===== src/rtl/cyc_unshift.sv =====
// cyc_unshift: inverse LDPC cyclic shift. Pops an in-order shift tag and rotates each returning message left by k lanes.
// Latency: 1 cycle from message accept to out_valid. The result is held in a registered output stage.
// Backpressure: msg_ready drops when the tag FIFO is empty or the output stage is held. Optional CYC_UNSHIFT_BYPASS_EN.

module cyc_unshift_fifo #(
  parameter int W     = 8,
  parameter int DEPTH = 16,
  parameter int AW    = 4
) (
  input  logic          clk,
  input  logic          rst_n,
  input  logic          i_push,
  input  logic          i_pop,
  input  logic [W-1:0]  i_dat,
  output logic [W-1:0]  o_dat,
  output logic [AW:0]   o_cnt,
  output logic          o_full,
  output logic          o_empty
);
  localparam logic [AW:0] FULL_CNT = (AW+1)'(DEPTH);

  logic [W-1:0]  r_mem [DEPTH];
  logic [AW-1:0] r_wr_ptr;
  logic [AW-1:0] r_rd_ptr;
  logic [AW:0]   r_cnt;
  logic          w_push_ok;
  logic          w_pop_ok;

  assign o_full    = (r_cnt == FULL_CNT);
  assign o_empty   = (r_cnt == '0);
  assign o_cnt     = r_cnt;
  assign o_dat     = r_mem[r_rd_ptr];
  // A full FIFO refuses a push even when the same cycle also pops.
  assign w_push_ok = i_push && !o_full;
  assign w_pop_ok  = i_pop && !o_empty;

  always_ff @(posedge clk) begin
    if (w_push_ok) r_mem[r_wr_ptr] <= i_dat;
  end

  always_ff @(posedge clk or negedge rst_n) begin
    if (!rst_n) begin
      r_wr_ptr <= '0;
      r_rd_ptr <= '0;
      r_cnt    <= '0;
    end else begin
      if (w_push_ok) r_wr_ptr <= r_wr_ptr + 1'b1;
      if (w_pop_ok)  r_rd_ptr <= r_rd_ptr + 1'b1;
      case ({w_push_ok, w_pop_ok})
        2'b10:   r_cnt <= r_cnt + 1'b1;
        2'b01:   r_cnt <= r_cnt - 1'b1;
        default: r_cnt <= r_cnt;
      endcase
    end
  end
endmodule

module cyc_unshift #(
  parameter int data_w     = 8,
  parameter int D          = 5,
  parameter int FIFO_DEPTH = 16,
  parameter int AW         = 4
) (
  input  logic                clk,
  input  logic                rst_n,
  input  logic                sh_valid,
  output logic                sh_ready,
  input  logic [data_w-1:0]   shift,
  input  logic                msg_valid,
  output logic                msg_ready,
  input  logic [data_w*D-1:0] msg_in,
  output logic                out_valid,
  input  logic                out_ready,
  output logic [data_w*D-1:0] out_msg,
  output logic                out_null,
  output logic                err_range,
  output logic [AW:0]         fifo_cnt
);
  localparam int                 MW    = data_w * D;
  localparam logic [data_w-1:0]  LANES = data_w'(D);

  logic              w_stage_free;
  logic              w_empty;
  logic              w_full;
  logic              w_bypass;
  logic              w_accept;
  logic              w_push;
  logic              w_pop;
  logic [data_w-1:0] w_head;
  logic [data_w-1:0] w_tag;
  logic [data_w-1:0] w_k;
  logic              w_null;
  logic              w_range;
  logic [MW-1:0]     w_rot;

  logic              r_out_valid;
  logic [MW-1:0]     r_out_msg;
  logic              r_out_null;
  logic              r_err_range;

  assign w_stage_free = !r_out_valid || out_ready;

`ifdef CYC_UNSHIFT_BYPASS_EN
  // Empty FIFO with both sides presenting: use the incoming shift directly.
  assign w_bypass = w_empty && sh_valid && msg_valid && w_stage_free;
`else
  assign w_bypass = 1'b0;
`endif

  assign sh_ready  = !w_full;
  assign msg_ready = (!w_empty || w_bypass) && w_stage_free;
  assign w_accept  = msg_valid && msg_ready;
  assign w_push    = sh_valid && sh_ready && !w_bypass;
  assign w_pop     = w_accept && !w_bypass;

  assign w_tag   = w_bypass ? shift : w_head;
  assign w_k     = w_tag >> 2;
  assign w_null  = &w_tag;
  assign w_range = !w_null && (w_k >= LANES);

  cyc_unshift_fifo #(
    .W     (data_w),
    .DEPTH (FIFO_DEPTH),
    .AW    (AW)
  ) u_tag_fifo (
    .clk     (clk),
    .rst_n   (rst_n),
    .i_push  (w_push),
    .i_pop   (w_pop),
    .i_dat   (shift),
    .o_dat   (w_head),
    .o_cnt   (fifo_cnt),
    .o_full  (w_full),
    .o_empty (w_empty)
  );

  // Output lane i takes input lane (i - k) mod D, i.e. a left rotation by k lanes.
  always_comb begin
    int kl;
    int idx;
    w_rot = '0;
    kl    = 0;
    idx   = 0;
    if (!w_null && !w_range) kl = int'(w_k);
    for (int i = 0; i < D; i++) begin
      idx = i + D - kl;
      if (idx >= D) idx = idx - D;
      w_rot[i*data_w +: data_w] = msg_in[idx*data_w +: data_w];
    end
  end

  always_ff @(posedge clk or negedge rst_n) begin
    if (!rst_n) begin
      r_out_valid <= 1'b0;
      r_out_msg   <= '0;
      r_out_null  <= 1'b0;
      r_err_range <= 1'b0;
    end else begin
      r_err_range <= w_accept && w_range;
      if (w_accept) begin
        r_out_valid <= 1'b1;
        r_out_null  <= w_null || w_range;
        r_out_msg   <= (w_null || w_range) ? '0 : w_rot;
      end else if (out_ready) begin
        r_out_valid <= 1'b0;
      end
    end
  end

  assign out_valid = r_out_valid;
  assign out_msg   = r_out_msg;
  assign out_null  = r_out_null;
  assign err_range = r_err_range;
endmodule


===== config.mk =====
export PLATFORM = sky130hd
export DESIGN_NAME = cyc_unshift
export DESIGN_NICKNAME = d
export VERILOG_FILES = /design/src/rtl/cyc_unshift.sv
export SDC_FILE = /design/constraint.sdc
export NUM_CORES = 1
export LEC_CHECK = 0
export CORE_AREA = 3 3 138 140
export DETAILED_ROUTE_END_ITERATION = 16
export DIE_AREA = 0 0 141 143
export PLACE_DENSITY = 0.74
export SYNTH_ARGS = -nofsm -noshare
export SYNTH_HDL_FRONTEND = slang
export SYNTH_SLANG_ARGS = --single-unit

===== constraint.sdc =====
create_clock -name clk -period 6.81 [get_ports clk]
set_clock_uncertainty 0.15 [all_clocks]
set_input_delay 1.362 -clock clk [delete_from_list [all_inputs] [get_ports clk]]
set_output_delay 1.362 -clock clk [all_outputs]
set_load 0.02 [all_outputs]

==> metrics.log <==
INFO  metric gp_routability_congestion = 0.989
INFO  metric path_clk_slew = 0.07 ns
INFO  metric floorplan.initialDensity = 54.6%
INFO  metric cts.path.max_buffers = 2
INFO  metric outcome = completed
INFO  metric grt.overflow.total = 0
INFO  metric layout_commonest_cell = sky130_fd_sc_hd__edfxtp_1
INFO  metric irDropWorstVdd = 224 µV
INFO  metric grt_antenna_before_repair = 0
INFO  metric std_cell_rows = 49
INFO  metric routed_wirelength = 26000 µm
INFO  metric top_level_ports = 103
INFO  metric hold_path.class = reg -> reg
INFO  metric cts_tree = yes
INFO  metric critical_path.cell_chain = mux4_2 > a22oi_1 > nand2_1 > and4b_1 > nand2_2 > inv_1 > ha_1 > nor2_1 > o21a_1 > nor2_1 > o31ai_2 > o32ai_2 > o2111a_1 > a221o_1
INFO  metric r2r-start = u_tag_fifo.r_rd_ptr[1]
INFO  metric route.antenna.remaining_nets = 0
INFO  metric fmax = between 150 and 200 MHz
INFO  metric via_count_normalized_by_instance_count = 6.67
INFO  metric via_count_of_the_first_global_routing_pass = 7144
INFO  metric core-area = 18000 µm²
INFO  metric hold_viol = 0
INFO  metric maximum_number_of_pins_on_one_net_before_global_route_repair = 57
INFO  metric crit_path_start_kind = flop
INFO  metric cpMaxStageDelayCell = sky130_fd_sc_hd__dfrtp_1
INFO  metric synth_top_cell_area_share = between 30% and 40%
INFO  metric crit_start = u_tag_fifo.r_rd_ptr[1]
INFO  metric cp_slowest_stage_delay = 1.10 ns
INFO  metric timing.critical_path.to_type = flop
INFO  metric crit_top_cell = sky130_fd_sc_hd__nor2_1
INFO  metric dieArea = 20200 µm²
INFO  metric fin_util = 64.7%
INFO  metric cts_hold_repair.buffers = 0
INFO  metric layout_net_count = 889
INFO  metric static_leakage = 4.31 nW
INFO  metric biggest_area_contributors_in_the_synthesized_netlist = sky130_fd_sc_hd__edfxtp_1 (39%), sky130_fd_sc_hd__dfrtp_1 (14%), sky130_fd_sc_hd__mux4_2 (13%), sky130_fd_sc_hd__a221o_1 (3.3%), sky130_fd_sc_hd__ha_1 (3.1%)
INFO  metric cts-buffers-inserted = 17
INFO  metric timing_worst_setup_path_type = reg -> reg
INFO  metric worst_ep_required_time = 7.01 ns
INFO  metric final-max-slew-violation-count = 0
INFO  metric grtUsageTotal = between 20% and 30%
INFO  metric finalCritPeriodShare = 90.5%
INFO  metric numClockSinks = between 150 and 200
INFO  metric route.vias.total = approximately 7.0k
INFO  metric synth_area = 9800 µm²
INFO  metric report.final.setup_viol = 0
INFO  metric syn2layout_area_growth = 18.5%
INFO  metric die_h = 143 µm
INFO  metric hpwlAfterDp = 17900 µm
INFO  metric synth_seq_area_share = 53.5%
INFO  metric slew_worst_pin = 1.24 ns
INFO  metric fin_crit = between 6 and 7 ns
INFO  metric yosysTopAreaCell = sky130_fd_sc_hd__edfxtp_1
INFO  metric cp_max_fo = 27
INFO  metric die_width = ~140 µm
INFO  metric grt_setup_unrepaired = no
INFO  metric dominantRegCellSynth = sky130_fd_sc_hd__edfxtp_1
INFO  metric drt_iter0_drc = 700
INFO  metric drc = 0
INFO  metric crit_arrival = between 6 and 7 ns
INFO  metric post-cts-setup-buffers = 0
INFO  metric drive_above_1_share = ~17%
INFO  metric buffer_ports.inserted = between 100 and 150
INFO  metric p_per_area = 437 nW/µm²
INFO  metric synth.distinct_cells = 81
INFO  metric clk-insertion-delay-late = 0.42 ns
INFO  metric post_cts_resized = 0
INFO  metric synth_enable_flop_cells = 128
INFO  metric clock_tree.htree_level_count = 4
INFO  metric number_of_synthesized_register_bits = 184
INFO  metric synthCells = just over 700
INFO  metric max_cap_viol_count = 0
INFO  metric worst_hold_startpoint = out_msg[33]
INFO  metric grt_first_pass_wirelength = just over 40000 µm
INFO  metric yosys_warnings = 0
INFO  metric timing.max_slew.rel_slack = between 10% and 20%
INFO  metric setup-tns-final = 0 ns
INFO  metric clk_root_buffer_cell = sky130_fd_sc_hd__clkbuf_16
INFO  metric final_cell_mix = sky130_fd_sc_hd__edfxtp_1 (128), sky130_fd_sc_hd__clkdlybuf4s50_1 (101), sky130_fd_sc_hd__nand2_1 (71), sky130_fd_sc_hd__mux4_2 (56), sky130_fd_sc_hd__dfrtp_1 (56)
INFO  metric async_flop_share = 30.4%
INFO  metric firstDrtPassIters = 8
INFO  metric synth_area_per_cell = 13.8 µm²
INFO  metric diodes = 0
INFO  metric wl_per_cell = 24.7 µm
[sequential cells by signal, indices dropped and copies added, names as in the netlist]
register and flops:
err_range 1, out_msg 40, out_null 1, out_valid 1
u_tag_fifo.o_cnt 5, u_tag_fifo.r_mem 128, u_tag_fifo.r_rd_ptr 4, u_tag_fifo.r_wr_ptr 4
[final cells by class]
class	instances	area (µm²)
fillers	1289	6350
flip-flops and latches	184	5250
multi-input cells	475	4340
repair buffers	115	1110
clock buffers	18	429
well taps	229	287
clock inverters	14	136
inverters	18	67.6
[worst max-delay path: cells and delay by family, from the launching register on]
kind,cells,cell delay (ns)
buffers and inverters,1,0.36
and+or+nand+nor,5,1.31
AOI/OAI and AO/OA,6,2.31
muxes,1,0.45
DFF,1,1.10
adders and majority gates,1,0.40
[per-layer routing]
metal	wire length, µm	vias to the layer above	track usage, %
met5	0	-	0
li1	-	3019	-
met4	794	0	9.99
met2	13300	459	45.7
met1	9630	3465	32.8
met3	2300	77	4.89
[cells by family (layout without fill, tap and decap cells)]
| kind of cell | after synthesis | in the layout | share of synthesized area, % |
|---|---|---|---|
| compound gates | 140 | 140 | 11.8 |
| xor+xnor | 13 | 13 | 1.24 |
| fa+ha+maj | 25 | 25 | 3.27 |
| buf+inv | 53 | 165 | 2.50 |
| flops | 184 | 184 | 53.5 |
| mux | 91 | 91 | 16.7 |
| other cells | 1 | 4 | 0.0383 |
| simple gates | 202 | 202 | 10.9 |
[through the flow]
stage | power (W) | cell area (µm²) | std cells | setup WS [ns] | hold slack (ns)
after global placement | 0.00405 | 11000 | 1021 | 0.880 | 0.303
after floorplan | 0.00336 | 9810 | 712 | 1.61 | 0.384
after global routing | 0.00534 | 11600 | 1053 | 0.441 | 0.358
after CTS | 0.00506 | 11600 | 1053 | 0.730 | 0.329
after detailed placement | 0.00410 | 11000 | 1021 | 0.821 | 0.313
final | 0.00508 | 11600 | 1053 | 0.648 | 0.328
[synth_stat cells, types with 3 or more instances]
master / count
sky130_fd_sc_hd__a21o_1: 4
sky130_fd_sc_hd__a21oi_1: 20
sky130_fd_sc_hd__a221o_1: 32
sky130_fd_sc_hd__a222oi_1: 8
sky130_fd_sc_hd__a22o_1: 4
sky130_fd_sc_hd__a22oi_1: 10
sky130_fd_sc_hd__and2_1: 28
sky130_fd_sc_hd__and4_1: 4
sky130_fd_sc_hd__buf_1: 5
sky130_fd_sc_hd__buf_2: 10
sky130_fd_sc_hd__clkbuf_1: 15
sky130_fd_sc_hd__dfrtp_1: 56
sky130_fd_sc_hd__edfxtp_1: 128
sky130_fd_sc_hd__ha_1: 24
sky130_fd_sc_hd__inv_1: 18
sky130_fd_sc_hd__mux2_2: 8
sky130_fd_sc_hd__mux2i_1: 26
sky130_fd_sc_hd__mux4_2: 56
sky130_fd_sc_hd__nand2_1: 71
sky130_fd_sc_hd__nand2b_1: 7
sky130_fd_sc_hd__nand3_1: 12
sky130_fd_sc_hd__nand4_1: 5
sky130_fd_sc_hd__nor2_1: 35
sky130_fd_sc_hd__nor2b_1: 5
sky130_fd_sc_hd__nor3_1: 9
sky130_fd_sc_hd__nor4_1: 4
sky130_fd_sc_hd__o211ai_1: 4
sky130_fd_sc_hd__o21ai_0: 21
sky130_fd_sc_hd__xnor2_1: 9
sky130_fd_sc_hd__xor2_1: 3
[power by group]
part / internal, W / switching, W / total [W]
clock: 0.000515 / 0.000440 / 0.000954
combinational: 0.00112 / 0.00145 / 0.00257
sequential: 0.00140 / 0.000159 / 0.00156
[final timing paths]
kind / to / slack [ns] / cells past startpoint
setup / recovery: out_msg[0] / 0.65 / 14
hold / removal: out_msg[33] / 0.33 / 2
setup reg to reg: out_msg[0] / 0.65 / 14
hold reg to reg: out_msg[33] / 0.33 / 2
max in group asynchronous: out_msg[0] / 5.10 / 2
min in group asynchronous: out_msg[28] / 0.94 / 2
Note: power is estimated with default switching activity, not from simulation.
